`src/rtl/imem_ctrl.sv`:
```
// Writable instruction memory with a valid/ready fetch port and a registered one-cycle read.
// Self-initialises to NOP after reset; define IMEM_FAULT_EN to flag misaligned/out-of-range fetches.
module imem_ctrl #(
  parameter int          DEPTH = 64,
  parameter int          AW    = $clog2(DEPTH),
  parameter logic [31:0] NOP   = 32'h00000013
) (
  input  logic          clk,
  input  logic          rst,
  input  logic          req_valid,
  output logic          req_ready,
  input  logic [31:0]   req_addr,
  output logic          rsp_valid,
  input  logic          rsp_ready,
  output logic [31:0]   rsp_ins,
  output logic          rsp_err,
  input  logic          prog_we,
  input  logic [AW-1:0] prog_addr,
  input  logic [31:0]   prog_data,
  output logic          busy
);

  typedef enum logic {INIT, RUN} state_t;

  state_t        state;
  logic [AW-1:0] init_idx;
  logic [31:0]   mem [DEPTH];

  logic          accept;
  logic          in_range;
  logic          prog_ok;
  logic          fault;
  logic [AW-1:0] rd_idx;
  logic [31:0]   rd_word;

  assign rd_idx    = req_addr[AW+1:2];
  assign in_range  = {2'b00, req_addr[31:2]} < 32'(DEPTH);
  assign prog_ok   = 32'(prog_addr) < 32'(DEPTH);
  assign req_ready = (state == RUN) && (!rsp_valid || rsp_ready);
  assign accept    = req_valid && req_ready;

`ifdef IMEM_FAULT_EN
  assign fault   = (req_addr[1:0] != 2'b00) || !in_range;
  assign rd_word = fault ? 32'h0 : mem[rd_idx];
`else
  // Byte offset is ignored: a misaligned fetch reads its aligned word.
  logic unused_offset;
  assign unused_offset = ^req_addr[1:0];
  assign fault         = 1'b0;
  assign rd_word       = in_range ? mem[rd_idx] : NOP;
`endif

  // Contents are never reset; INIT is the only thing that clears them.
  always_ff @(posedge clk) begin
    if (state == INIT) begin
      mem[init_idx] <= NOP;
    end else if (prog_we && prog_ok) begin
      mem[prog_addr] <= prog_data;
    end
  end

  always_ff @(posedge clk or posedge rst) begin
    if (rst) begin
      state     <= INIT;
      init_idx  <= '0;
      busy      <= 1'b1;
      rsp_valid <= 1'b0;
      rsp_ins   <= 32'h0;
      rsp_err   <= 1'b0;
    end else begin
      if (state == INIT) begin
        if (init_idx == AW'(DEPTH - 1)) begin
          state <= RUN;
          busy  <= 1'b0;
        end else begin
          init_idx <= init_idx + AW'(1);
        end
      end

      if (accept) begin
        rsp_valid <= 1'b1;
        rsp_ins   <= rd_word;
        rsp_err   <= fault;
      end else if (rsp_ready) begin
        rsp_valid <= 1'b0;
      end
    end
  end

endmodule

```
`config.mk`:
```
export PLATFORM = sky130hd
export DESIGN_NAME = imem_ctrl
export DESIGN_NICKNAME = d
export VERILOG_FILES = /design/src/rtl/imem_ctrl.sv
export SDC_FILE = /design/constraint.sdc
export NUM_CORES = 2
export LEC_CHECK = 0
export BUFFER_PORTS_ARGS = -buffer_cell sky130_fd_sc_hd__buf_2
export CORE_MARGIN = 2
export CORE_UTILIZATION = 50
export DETAILED_ROUTE_END_ITERATION = 8
export GPL_ROUTABILITY_DRIVEN = 0
export HOLD_SLACK_MARGIN = 0.02
export PLACE_DENSITY = 0.66
export SETUP_SLACK_MARGIN = 0.3
export SLEW_MARGIN = 25
export SYNTH_ARGS = -nofsm -noshare
export SYNTH_HDL_FRONTEND = slang
export SYNTH_SLANG_ARGS = --single-unit
```
`constraint.sdc`:
```
create_clock -name clk -period 4 [get_ports clk]
set_input_delay 0 -clock clk [delete_from_list [all_inputs] [get_ports clk]]
set_output_delay 0 -clock clk [all_outputs]
set_load 0.01 [all_outputs]
```
# Word-level counts from Yosys, hierarchy flattened
# Memories as Yosys holds them, arrays and structs flattened.
# Index checks and enable logic that the tools add are counted.
dict set report classes {
  n_bitwise 2
  reduce_logical 8
  eq_ne 1
  n_mux 12
  n_addsub 1
  order_cmp 1
}
# cell count
set op_table {}
lappend op_table {{$mux 32} 2}
lappend op_table {{$reduce_or 32->1} 1}
lappend op_table {{$lt 30x7->1 const B} 1}
lappend op_table {{$mux 1} 9}
lappend op_table {{$add 6x1->6 const B} 1}
lappend op_table {{$eq 6x6->1 const B} 1}
lappend op_table {{$mux 6} 1}
lappend op_table {{$reduce_and 2->1} 2}
lappend op_table {{$logic_and 1x1->1} 2}
lappend op_table {{$not 1->1} 2}
lappend op_table {{$reduce_bool 2->1} 1}
lappend op_table {{$logic_not 1->1} 1}
lappend op_table {{$logic_or 1x1->1} 1}
dict set report word_totals {
  out_inout_bits 36
  word_cells 31
  ram_bits 2048
  memories 1
  regBits 41
}
# name depth width read_ports rd_ports_with_merged_regs write_ports line
set memory_table {}
lappend memory_table {mem 64 32 1 0 1 27} ;# logic [31:0] mem [DEPTH];

# Depth between registers and ports, before layout
dict set report depth {
  word_depth 5
  depth_mapped 12
}

# Worst setup path before layout
# No wires, ideal clock.
dict set report synth_path {
  path_kind {reg-to-reg}
  from {reg state}
  to {mem mem[1][0], enable pin}
  setup_time_ns 0.421
  period_less_slack_ns 3.313
  slack_ns 0.687
  t_arrival_ns 2.892
  path_stages_with_launch 8
  cell_sequence {dfrtp_1 clkbuf_1 nand2_1 clkbuf_1 or3_1 o31ai_1 nand2_1 nor2_1}
}
dict set report synth_between {
  elab_chain_len 4
  elab_cells_between_ends 6
}
# item line
set synth_lines {}
lappend synth_lines {{from (decl)} 25} ;# state_t state;
lappend synth_lines {{from (signal assigned)} 64} ;# state <= INIT;
lappend synth_lines {{from (signal assigned)} 73} ;# state <= RUN;
lappend synth_lines {{$mux 1} 55} ;# if (state == INIT) begin
lappend synth_lines {{$mux 1 (implied by the code)} 58} ;# mem[prog_addr] <= prog_data;
lappend synth_lines {{$reduce_or 32->1 (no source line)} --}
lappend synth_lines {{$mux 6 (no source line) or $mux 1 (tied branches)} --}
lappend synth_lines {{to (decl)} 27}
# Parallel ways exist; a longest one is shown, timed or not.

# Worst setup path in the final report
dict set report layout_path {
  from {reg state}
  to {reg rsp_ins[24]}
}
dict set report layout_between {
  elab_chain_len 2
}
# item line
set layout_lines {}
lappend layout_lines {{$logic_and 1x1->1} 39} ;# assign req_ready = (state == RUN) && (!rsp_valid || rsp_ready);
lappend layout_lines {{$logic_and 1x1->1} 40} ;# assign accept = req_valid && req_ready;
lappend layout_lines {{to (signal assigned)} 82} ;# rsp_ins <= rd_word;
lappend layout_lines {{to (decl)} 15} ;# output logic [31:0] rsp_ins,
# Every way passes these cells.
# A chain may end at the register's enable or synchronous reset.

==> flow_metrics.py <==
metrics = {
    "timing": {
        "slew_violations": 0,
        "maxSlewHeadroom_pct": 37.1,
        "setup_violations": 0,
        "min_period_over_period_pct": 86.4,
        "hold_viol": 0,
        "setup-tns-final_ns": 0,
        "max_freq_ghz": 0.289,
        "grt_setup_unrepaired": "false",
        "tightest_slew_ns": 0.943,
        "whs_ns": 0.0337,
        "fin_worst_skew_ns": 0.0249,
        "layout_min_cycle_time_ns": 3.46,
    },
    "clock_network": {
        "clk_latency_ns": 0.81,
        "cts_sinks": 2089,
        "postCtsSetupRepairBufs": 0,
        "clk_pin_slew_ns": 0.07,
        "htreeDepth": 4,
        "clock_path_buffers": 3,
        "root_buffer": "clkbuf_16",
        "cts_made_buffers": 200,
        "cts_tree": "yes",
    },
    "detailed_routing": {
        "drt_wl_total_um": 209000,
        "dr.first_iter.drc_count": 5048,
        "vias_per_cell": 6.35,
        "postRouteAntennaNets": 0,
        "post_drt_wl_per_cell_um": 32.8,
        "dr.pass1.iters": 7,
        "drc": 0,
        "route.vias.total": 40400,
    },
    "power": {
        "peakVddDrop_mv": 0.392,
        "p_leak_nw": 24.4,
        "power.density_nw_per_um2": 463,
    },
    "critical_path": {
        "endpoint": "rsp_ins[24]$_DFFE_PP0P_",
        "ff2ff_path_depth": 8,
        "critPathRequiredTime_ns": 4.76,
        "r2r-end": "rsp_ins[24]$_DFFE_PP0P_",
        "worstPathArrival_ns": 4.21,
        "startpoint_type": "register",
        "endpoint_kind": "register",
        "crit_start": "state$_DFF_PP0_",
        "reg2reg_from": "state$_DFF_PP0_",
        "crit_type": "reg2reg",
        "r2r_slack_ns": 0.54,
        "crit_path_max_fanout": 16,
    },
    "place": {
        "placed_cell_area_um2": 85700,
        "port_buffers": 107,
        "hpwl_um": 120000,
        "dp_cells": 5950,
    },
    "die": {
        "die-area_um2": 164000,
        "ios": 111,
        "start_util_pct": 50.2,
        "fp-row-count": 147,
        "core_um2": 160000,
        "die_x_um": 405,
        "die-height_um": 405,
    },
    "finish": {
        "syn_to_final_growth_pct": 14.8,
        "final_cells": 6370,
        "final_util_pct": 57.6,
        "drive_gt1_share_pct": 28.7,
        "final_nets": 4108,
        "n_fill_cell": 11500,
        "final_area_um2": 92300,
    },
    "yosys": {
        "synth_top_cell_by_area": "edfxtp_1",
        "synthArstFlopShare_pct": 1.96,
        "synth_top_family_by_area": "multiplexers",
        "ys_seq_elements": 2089,
        "synth.cell_area_um2": 80500,
        "synthCells": 3684,
        "synth_compound_area_share_pct": 2.87,
        "synth.area.mux_share_pct": 15.5,
        "synth_seq_area_share_pct": 77.7,
        "synthFlopType": "edfxtp_1",
        "ys_warn_count": 0,
        "synth_fa_ha_area_share_pct": 0.0155,
        "netlist.area_leader.share_pct": 76.4,
        "yosys-top-cells-area": "edfxtp_1 76%, mux4_2 14%, mux2i_1 1.8%, dfrtp_1 1.2%, nand2_1 0.60%",
        "syn_nets": 3760,
        "synth_edf_count": 2048,
        "synth_cell_types": 68,
        "synth_xor_area_share_pct": 0.0435,
        "synth-simple-area-share_pct": 2.41,
        "syn_area_per_cell_um2": 21.8,
    },
    "run": {
        "maxCapViolations": 0,
    },
    "status": {
        "status": "completed",
    },
    "grt": {
        "grt_max_degree": 81,
        "grt_pass1_vias": 40100,
        "track_usage_pct": 25.8,
        "gr-total-overflow": 0,
        "grt_pass1_wl_um": 297000,
        "antenna_found_initial": 6,
    },
    "min_path": {
        "min_path_type": "in2reg",
    },
}
-- worst max-delay path: stages (launching register included) --
cell,delay [ns]
dfrtp_1,0.63
buf_4,0.32
nand3_2,0.35
nor4_2,0.40
buf_4,0.21
dlygate4sd3_1,0.68
o2111ai_1,0.13
dlygate4sd3_1,0.60
nand2_1,0.06
-- Yosys cell counts (all sizes together), types with 13 or more instances --
master / number
a2111oi: 14
dfrtp: 40
a22oi: 59
a221oi: 21
buf: 140
nand3: 40
clkbuf: 64
edfxtp: 2048
nor2: 102
a211oi: 28
a21oi: 55
nand2: 129
nand2b: 16
and3: 33
nand4: 13
mux2i: 144
mux4: 484
nor2b: 23
nor3: 14
o22ai: 24
o21ai: 51
-- power by group --
part / total (mW) / internal [mW] / leakage, nW / switching [mW]
Clock: 18.0 / 10.0 / 3.06 / 7.94
Combinational: 1.16 / 0.438 / 6.48 / 0.718
Sequential: 23.7 / 23.7 / 14.8 / 0
-- sequential cells by signal (all words and copies together) (netlist names) --
name and cells:
busy 1, mem 2048, init_idx 6, rsp_ins 32, state 1, rsp_valid 1
-- repair_timing --
action	in CTS	in global routing
endpoints found under the hold margin	647	563
gates resized for setup	0	0
hold buffers	31	9
-- area by class of cell --
cell class / instances / area, um^2 / share of cell area (%)
inverters: 8 / 30.0 / 0.0325
clock buffers: 266 / 5470 / 5.92
well taps: 2160 / 2700 / 2.93
clock inverters: 110 / 728 / 0.789
diodes: 4 / 10.0 / 0.0108
flip-flops and latches: 2089 / 62500 / 67.7
repair buffers: 350 / 3500 / 3.79
multi-input cells: 1383 / 17400 / 18.8
-- stage by stage --
| stage | setup WS, ns | total power [mW] |
|---|---|---|
| after floorplan | 0.687 | 24.8 |
| after global placement | 0.865 | 25.2 |
| after detailed placement | 0.824 | 25.2 |
| after CTS | 0.689 | 43.0 |
| after global routing | 0.446 | 43.9 |
| final | 0.544 | 42.8 |
-- placed cells by master, fill, tap and decap left out, types with 7 or more instances in the layout --
master         netlist  layout
a2111oi_1            7       8
a211oi_1            28      28
a21oi_1             55      55
a221oi_1            21      21
a22o_1              11      11
a22oi_1             59      59
a31oi_1             12      12
a32oi_1              8       8
and2_1               7       7
and3_2               0      14
and3_4               0      15
buf_12               0      80
buf_2               59     102
buf_4               62     125
bufinv_16            0       7
clkbuf_1            64      50
clkbuf_16            0     205
clkbuf_8             0      11
clkinv_1             1      41
clkinv_2             0      46
dfrtp_1             40      40
dlygate4sd3_1        0      40
edfxtp_1          2048    2048
inv_6                0      10
mux2_2              12      12
mux2i_1            144     144
mux4_2             484     484
nand2_1            129     129
nand2b_1            16      13
nand3_1             40      39
nand4_1             13      13
nor2_1             102      36
nor2_4               0      64
nor2b_1             23      21
nor3_1              14      14
o21ai_0             46      46
o221ai_1             9       9
o22ai_1             24      24
-- worst min path at each step --
stage	from	end	slack, ns	cells past startpoint
after floorplan	req_valid	rsp_valid$_DFFE_PP0P_	0.15	2
after global placement	rst	rsp_ins[7]$_DFFE_PP0P_	0.03	2
after detailed placement	rst	rsp_ins[25]$_DFFE_PP0P_	0.03	2
after CTS	prog_addr[5]	mem[7][10]$_DFFE_PP_	0.03	5
after global routing	prog_data[23]	mem[62][23]$_DFFE_PP_	0.03	2
final	prog_data[23]	mem[62][23]$_DFFE_PP_	0.03	2
-- per-layer routing --
| metal | GRT usage, % | vias up | wire (um) |
|---|---|---|---|
| met4 | 7.25 | 0 | 5700 |
| met5 | 0 | - | 0 |
| met1 | 37.6 | 21800 | 83500 |
| met2 | 40.3 | 2046 | 99900 |
| li1 | - | 16300 | - |
| met3 | 4.81 | 296 | 20000 |
-- cells by family after synthesis --
group                      after synthesis
buffers and inverters                  212
AOI/OAI and AO/OA                      329
DFF                                   2089
adders and majority gates                1
and+or+nand+nor                        408
xor gates and xnor gates                 4
muxes                                  640
other                                    1
Note: power is estimated with default switching activity, not from simulation.
